`src/rtl/seq_divider_pkg.sv`:
```
// Shared types and helpers for the sequential restoring divider.
// negate_if works on a 64-bit container, so WIDTH is limited to 64.
package seq_divider_pkg;

  localparam int DEFAULT_WIDTH = 12;
  localparam int NEG_W         = 64;

  typedef enum logic [2:0] {
    ST_IDLE,
    ST_PREP,
    ST_ITER,
    ST_FIX,
    ST_DONE
  } state_t;

  // Two's-complement negate when neg is set; callers truncate back to WIDTH.
  function automatic logic [NEG_W-1:0] negate_if(input logic [NEG_W-1:0] v, input logic neg);
    return neg ? (~v + NEG_W'(1)) : v;
  endfunction

endpackage

```
`src/rtl/seq_divider_if.sv`:
```
// Operand/result bundle between a requester (master) and the divider (slave).
//
// Handshake: the divider takes an operation on a rising edge where start is
// high and it is either in IDLE, or in DONE with ack also high. Operands and
// is_signed are sampled on that edge only. done stays high with stable
// results until an edge with ack high; start without ack is ignored then.
interface seq_divider_if #(parameter int WIDTH = 12);

  logic             start;
  logic             is_signed;
  logic [WIDTH-1:0] dividend;
  logic [WIDTH-1:0] divisor;
  logic             ack;
  logic             busy;
  logic             done;
  logic [WIDTH-1:0] quotient;
  logic [WIDTH-1:0] remainder;
  logic             div_zero;
  logic             overflow;

  modport master (
    output start, is_signed, dividend, divisor, ack,
    input  busy, done, quotient, remainder, div_zero, overflow
  );

  modport slave (
    input  start, is_signed, dividend, divisor, ack,
    output busy, done, quotient, remainder, div_zero, overflow
  );

endinterface

```
`src/rtl/div_restore_step.sv`:
```
// One restoring-division step: shift {P, A} left, trial-subtract B from P.
// a_next leaves bit 0 clear; the caller inserts q_bit there.
module div_restore_step #(
  parameter int WIDTH = 12
) (
  input  logic [WIDTH-1:0] p,
  input  logic [WIDTH-1:0] a,
  input  logic [WIDTH-1:0] b,
  output logic [WIDTH-1:0] p_next,
  output logic [WIDTH-1:0] a_next,
  output logic             q_bit
);

  logic [WIDTH:0]   shifted;
  logic [WIDTH-1:0] diff;

  always_comb begin
    shifted = {p, a[WIDTH-1]};
    q_bit   = (shifted >= {1'b0, b});
    // P < B before the shift, so a successful trial always fits in WIDTH bits.
    diff    = WIDTH'(shifted - {1'b0, b});
    p_next  = q_bit ? diff : shifted[WIDTH-1:0];
    a_next  = {a[WIDTH-2:0], 1'b0};
  end

endmodule

```
`src/rtl/seq_divider.sv`:
```
// Multi-cycle restoring divider, one quotient bit per clock, with optional
// signed (truncating) mode, divide-by-zero and signed-overflow flags.
module seq_divider
  import seq_divider_pkg::*;
#(
  parameter int WIDTH     = DEFAULT_WIDTH,
  parameter bit SIGNED_EN = 1'b1
) (
  input  logic         clk,
  input  logic         rst,
  seq_divider_if.slave bus,
  output state_t       dbg_state
);

  localparam int CW = $clog2(WIDTH);

  state_t           state_q, state_d;
  logic [WIDTH-1:0] dvd_q, dvs_q;
  logic [WIDTH-1:0] a_q, b_q, p_q;
  logic [WIDTH-1:0] quot_q, rem_q;
  logic             sgn_q, q_neg_q, r_neg_q;
  logic             div_zero_q, overflow_q;
  logic [CW-1:0]    cnt_q;

  logic             accept, dvd_neg, dvs_neg, is_zero, is_ovf, last_iter;
  logic [WIDTH-1:0] p_step, a_step;
  logic             q_bit;

  div_restore_step #(.WIDTH(WIDTH)) u_step (
    .p      (p_q),
    .a      (a_q),
    .b      (b_q),
    .p_next (p_step),
    .a_next (a_step),
    .q_bit  (q_bit)
  );

  always_comb begin
    accept    = bus.start && ((state_q == ST_IDLE) || (state_q == ST_DONE && bus.ack));
    dvd_neg   = sgn_q && dvd_q[WIDTH-1];
    dvs_neg   = sgn_q && dvs_q[WIDTH-1];
    is_zero   = (dvs_q == '0);
    is_ovf    = sgn_q && (dvd_q == {1'b1, {(WIDTH-1){1'b0}}}) && (dvs_q == '1);
    last_iter = (cnt_q == CW'(WIDTH - 1));
  end

  // Special cases skip ITER but still pass through FIX so their results are
  // registered on the same path as normal ones.
  always_comb begin
    state_d = state_q;
    unique case (state_q)
      ST_IDLE: if (accept) state_d = ST_PREP;
      ST_PREP: state_d = (is_zero || is_ovf) ? ST_FIX : ST_ITER;
      ST_ITER: if (last_iter) state_d = ST_FIX;
      ST_FIX:  state_d = ST_DONE;
      ST_DONE: begin
        if (accept)       state_d = ST_PREP;
        else if (bus.ack) state_d = ST_IDLE;
      end
      default: state_d = ST_IDLE;
    endcase
  end

  always_ff @(posedge clk) begin
    if (rst) begin
      state_q    <= ST_IDLE;
      dvd_q      <= '0;
      dvs_q      <= '0;
      sgn_q      <= 1'b0;
      a_q        <= '0;
      b_q        <= '0;
      p_q        <= '0;
      cnt_q      <= '0;
      q_neg_q    <= 1'b0;
      r_neg_q    <= 1'b0;
      quot_q     <= '0;
      rem_q      <= '0;
      div_zero_q <= 1'b0;
      overflow_q <= 1'b0;
    end else begin
      state_q <= state_d;
      if (accept) begin
        dvd_q      <= bus.dividend;
        dvs_q      <= bus.divisor;
        sgn_q      <= SIGNED_EN && bus.is_signed;
        div_zero_q <= 1'b0;
        overflow_q <= 1'b0;
      end
      case (state_q)
        ST_PREP: begin
          cnt_q <= '0;
          b_q   <= WIDTH'(negate_if(NEG_W'(dvs_q), dvs_neg));
          if (is_zero) begin
            a_q        <= '1;
            p_q        <= dvd_q;
            q_neg_q    <= 1'b0;
            r_neg_q    <= 1'b0;
            div_zero_q <= 1'b1;
          end else if (is_ovf) begin
            a_q        <= {1'b1, {(WIDTH-1){1'b0}}};
            p_q        <= '0;
            q_neg_q    <= 1'b0;
            r_neg_q    <= 1'b0;
            overflow_q <= 1'b1;
          end else begin
            a_q     <= WIDTH'(negate_if(NEG_W'(dvd_q), dvd_neg));
            p_q     <= '0;
            q_neg_q <= dvd_neg ^ dvs_neg;
            r_neg_q <= dvd_neg;
          end
        end
        ST_ITER: begin
          p_q   <= p_step;
          a_q   <= a_step | WIDTH'(q_bit);
          cnt_q <= cnt_q + CW'(1);
        end
        ST_FIX: begin
          quot_q <= WIDTH'(negate_if(NEG_W'(a_q), q_neg_q));
          rem_q  <= WIDTH'(negate_if(NEG_W'(p_q), r_neg_q));
        end
        default: ;
      endcase
    end
  end

  assign bus.busy      = (state_q == ST_PREP) || (state_q == ST_ITER) || (state_q == ST_FIX);
  assign bus.done      = (state_q == ST_DONE);
  assign bus.quotient  = quot_q;
  assign bus.remainder = rem_q;
  assign bus.div_zero  = div_zero_q;
  assign bus.overflow  = overflow_q;
  assign dbg_state     = state_q;

endmodule
```
`src/flat_wrapper.sv`:
```
// flat-port wrapper written by rule: the top's interface ports become plain ports
module seq_divider_flat import seq_divider_pkg::*;
#(
  parameter int WIDTH     = DEFAULT_WIDTH,
  parameter bit SIGNED_EN = 1'b1
)
  (clk, rst, dbg_state, bus_start, bus_is_signed, bus_dividend, bus_divisor, bus_ack, bus_busy, bus_done, bus_quotient, bus_remainder, bus_div_zero, bus_overflow);
  seq_divider_if #(.WIDTH(WIDTH)) bus_i ();
  input  logic clk;
  input  logic rst;
  output state_t dbg_state;
  input wire logic [$bits(bus_i.start)-1:0] bus_start;
  input wire logic [$bits(bus_i.is_signed)-1:0] bus_is_signed;
  input wire logic [$bits(bus_i.dividend)-1:0] bus_dividend;
  input wire logic [$bits(bus_i.divisor)-1:0] bus_divisor;
  input wire logic [$bits(bus_i.ack)-1:0] bus_ack;
  output wire logic [$bits(bus_i.busy)-1:0] bus_busy;
  output wire logic [$bits(bus_i.done)-1:0] bus_done;
  output wire logic [$bits(bus_i.quotient)-1:0] bus_quotient;
  output wire logic [$bits(bus_i.remainder)-1:0] bus_remainder;
  output wire logic [$bits(bus_i.div_zero)-1:0] bus_div_zero;
  output wire logic [$bits(bus_i.overflow)-1:0] bus_overflow;
  assign bus_i.start = bus_start;
  assign bus_i.is_signed = bus_is_signed;
  assign bus_i.dividend = bus_dividend;
  assign bus_i.divisor = bus_divisor;
  assign bus_i.ack = bus_ack;
  assign bus_busy = bus_i.busy;
  assign bus_done = bus_i.done;
  assign bus_quotient = bus_i.quotient;
  assign bus_remainder = bus_i.remainder;
  assign bus_div_zero = bus_i.div_zero;
  assign bus_overflow = bus_i.overflow;
  seq_divider #(.WIDTH(WIDTH), .SIGNED_EN(SIGNED_EN)) u_core (.clk(clk), .rst(rst), .bus(bus_i), .dbg_state(dbg_state));
endmodule
```
`config.mk`:
```
export PLATFORM = sky130hd
export DESIGN_NAME = seq_divider_flat
export DESIGN_NICKNAME = d
export VERILOG_FILES = /design/src/rtl/seq_divider_pkg.sv /design/src/rtl/seq_divider_if.sv /design/src/rtl/div_restore_step.sv /design/src/rtl/seq_divider.sv /design/src/flat_wrapper.sv
export SDC_FILE = /design/constraint.sdc
export NUM_CORES = 1
export LEC_CHECK = 0
export BUFFER_PORTS_ARGS = -buffer_cell sky130_fd_sc_hd__buf_4
export CORE_UTILIZATION = 59
export CTS_CLUSTER_DIAMETER = 40
export DETAILED_ROUTE_END_ITERATION = 10
export MAX_ROUTING_LAYER = met4
export PLACE_DENSITY = 0.91
export RECOVER_POWER = 50
export SLEW_MARGIN = 20
export SYNTH_ARGS = -nofsm -noshare
export SYNTH_HDL_FRONTEND = slang
export SYNTH_SLANG_ARGS = --single-unit
```
`constraint.sdc`:
```
create_clock -name clk -period 2.9 [get_ports clk]
set_input_delay 0.58 -clock clk [delete_from_list [all_inputs] [get_ports clk]]
set_output_delay 0.58 -clock clk [all_outputs]
set_load 0.02 [all_outputs]
```
==> impl_metrics.toml <==
[status]
status = "complete, no violations"

[place]
dpl.hpwl_um = 10700
place.gp.congestion = 0.971
io_buffer_count = 59

[critical_path]
path_max_fanout = 10
crit_buf_inv = 1
crit_arrival_ns = 2.72
start_kind = "flop"
crit_chain = "inv_1, ha_1, or3b_1, nor4_4, nor2_1, nor3_1, a21oi_1, a21oi_1"
worstSetupPathType = "reg -> reg"
setup.worst_path.end_class = "flop"
critical-path-max-stage-delay_ns = 0.63
path_delay_family = "simple AND/OR/NAND/NOR gates"
path_common_cell = "a21oi_1"
cp.required_ns = 3.21
slowest_stage = "nor4_4"

[clock_network]
postCtsSetupBuffers = 0
clock_path_buffers = 2
cts.sinks = 96
clk_pin_slew_worst_paths_ns = 0.11
cts_root_buffer = "clkbuf_8"
cts_hold_buf = 0
cts_tree = "built"
clk-insertion-delay-late_ns = 0.38
cts_resized = 0
htree_levels = 3
cts_buffers = 9

[yosys]
avgSynthCellArea_um2 = 7.63
synth_nets = 779
synth_edf_count = 0
synth.distinct_cells = 64
synth_area_mm2 = 0.00558
async_reset_ff_frac = 0
ys.flop_type = "dfxtp_1"
ys_seq_area_frac = 0.344
postSynthCellCount = 731
synth_top_area_cell = "dfxtp_1"
ys_top_cells_by_area = "dfxtp_1, nand2_1, a21oi_1"
synth.ff_latch_count = 96
yosysTopAreaCellShare = 0.344
yosysWarningCount = 0

[grt]
busiest_layer = "met2"
overflow = 0
use_met2 = 0.519
grt_max_degree = 44
grt_pass1_wl_um = 24800
grt_usage = 0.322
use_met1 = 0.395
grt_pass1_vias = 5151
antenna_found_initial = 0
grtUsageMet3 = 0.0527

[cells_and_area]
fill_cells = 810
regArea_mm2 = 0.00192
final_util = 0.668
multi_input_area_mm2 = 0.00335
area_growth_pct = 10.1
layout-drive-gt1-share = 0.0866
diodes = 0
fin_nets = 805

[timing]
setup_viol = 0
tightest_slew_ns = 1.06
slew_headroom = 0.292
setup-tns-final_ns = 0
finClkSkew_ns = 0.0152
layout_min_cycle_time_ns = 2.40
rsz0062_at_grt = "false"
fmax_mhz = 416
finalHoldViolations = 0
post-route-period-util = 0.829
slew_violations = 0

[run]
maxCapViolations = 0

[route]
drcViolationCount = 0
dr.first_iter.drc_count = 467
drt-total-wl_um = 14700
viasPerCell = 6.30
antenna_left = 0
first_pass_iters = 5
vias = 5502
wl_per_cell_um = 16.9

[floorplanning]
ioPinCount = 60
start_util = 0.607
die_h_um = 99.2
die-area_mm2 = 0.00985
dieWidth_um = 99.2
fp-row-count = 35
coreArea_mm2 = 0.00920

[power_and_ir_drop]
leakagePower_uw = 0.00223
vdd_drop_max_mv = 0.393
p_per_area_mw_per_mm2 = 809

[hold_path]
min_path_type = "in -> reg"
## through the flow
step                worst slack [ns]  cells  hold slack (ns)  instance area [um2]  power (uW)
detailed placement             0.557    857            0.447                 6050        3970
global placement               0.640    857            0.439                 6050        3950
global route                   0.303    873            0.444                 6140        5290
floorplan                      0.722    731            0.432                 5580        3370
finish                         0.495    873            0.441                 6140        4970
CTS                            0.554    873            0.435                 6270        4940
## synth_stat cells, types with 5 or more instances
master,instances
or4_1,7
nand3_1,16
a211oi_1,19
or3_1,10
a31oi_1,6
and3_1,10
a21oi_1,80
clkbuf_1,47
nand2b_1,5
inv_1,23
a22oi_1,14
nor4_1,5
nor2b_1,5
o21a_1,9
nor2_1,59
xor2_1,16
a311oi_1,5
nand4_1,11
buf_2,7
o31ai_1,6
xnor2_1,20
nand2_1,111
o211ai_1,8
nor3_1,18
o21ai_0,27
o221ai_1,6
ha_1,18
dfxtp_1,96
nor3b_1,6
nand3b_1,5
## kinds of logic (layout without fill, tap and decap cells)
kind of cell,count (synthesis),count (layout),share of synthesized area
adders and majority gates,19,19,0.0440
buffers and inverters,80,111,0.0554
xor gates and xnor gates,36,36,0.0565
DFF,96,96,0.344
AOI/OAI and AO/OA,216,216,0.251
and+or+nand+nor,282,282,0.245
muxes,2,2,0.00359
## worst register-to-register path: cells and delay by family, from the launching register on
| kind | cells | cell delay [ns] |
|---|---|---|
| AND/OR/NAND/NOR | 4 | 1.54 |
| flip-flops | 1 | 0.37 |
| adder cells (fa/ha/maj) | 1 | 0.15 |
| AO/OA/AOI/OAI | 2 | 0.21 |
| buffers and inverters | 1 | 0.08 |
## routing by layer
| layer | share of wire | vias up |
|---|---|---|
| met4 | 0.040 | 0 |
| met5 | 0 | - |
| met3 | 0.060 | 47 |
| met1 | 0.43 | 2546 |
| li1 | - | 2691 |
| met2 | 0.47 | 218 |
## cell usage in the layout (no fill, tap or decap), types with 3 or more instances in the layout
master | Yosys | layout
nor2b_1 | 5 | 5
nand2_1 | 111 | 111
a311oi_1 | 5 | 5
inv_8 | 0 | 3
a211oi_1 | 19 | 19
clkbuf_1 | 47 | 30
a21oi_1 | 80 | 80
a21o_1 | 3 | 3
xor2_1 | 16 | 16
buf_4 | 0 | 42
o41ai_1 | 3 | 3
a22oi_1 | 14 | 14
nor2_1 | 59 | 59
xnor2_1 | 20 | 20
dfxtp_1 | 96 | 96
nor4_1 | 5 | 5
nand3_1 | 16 | 16
a31oi_1 | 6 | 6
ha_1 | 18 | 18
clkbuf_8 | 0 | 9
and2_1 | 3 | 3
nand2b_1 | 5 | 5
or4_1 | 7 | 7
nand3b_1 | 5 | 5
o31ai_1 | 6 | 6
o221ai_1 | 6 | 6
inv_1 | 23 | 23
o211ai_1 | 8 | 8
nor3b_1 | 6 | 6
or3_1 | 10 | 10
o21a_1 | 9 | 9
o21ai_0 | 27 | 27
nand4_1 | 11 | 11
and3_1 | 10 | 10
o21ai_1 | 3 | 3
nor3_1 | 18 | 18
## area by class of cell
cell class                 instances  share of cell area
timing repair buffer              72              0.0696
clock inverter                     7              0.0159
sequential                        96               0.313
multi-input combinational        555               0.545
inverter                          23              0.0141
tap                              111              0.0226
clock buffer                       9              0.0202
## power breakdown
part / total, uW / switching, uW / internal [uW]
registers: 1750 / 264 / 1480
clock network: 979 / 550 / 429
logic: 2250 / 1390 / 859
total: 4970 / 2200 / 2770
## sequential cells by signal, summed over array words and instances, names as in the netlist
signal	count
u_core.a_q	12
u_core.q_neg_q	1
u_core.bus.quotient	12
u_core.dvd_q	12
u_core.dbg_state	3
u_core.bus.div_zero	1
u_core.cnt_q	4
u_core.p_q	12
u_core.sgn_q	1
u_core.bus.remainder	12
u_core.dvs_q	12
u_core.bus.overflow	1
u_core.r_neg_q	1
u_core.b_q	12
## path summary, 6_finish.rpt
check                                             from                                    to  slack (ns)  depth (start not counted)
setup / recovery          u_core.dvs_q[0]$_SDFFE_PP0P_            u_core.a_q[9]$_SDFFE_PP0P_        0.50                          8
hold / removal                         bus_dividend[5]          u_core.dvd_q[5]$_SDFFE_PP0P_        0.44                          3
setup reg to reg          u_core.dvs_q[0]$_SDFFE_PP0P_            u_core.a_q[9]$_SDFFE_PP0P_        0.50                          8
hold reg to reg   u_core.bus.quotient[11]$_SDFFE_PP0P_  u_core.bus.quotient[11]$_SDFFE_PP0P_        0.46                          2
(Power assumes the default switching activity.)
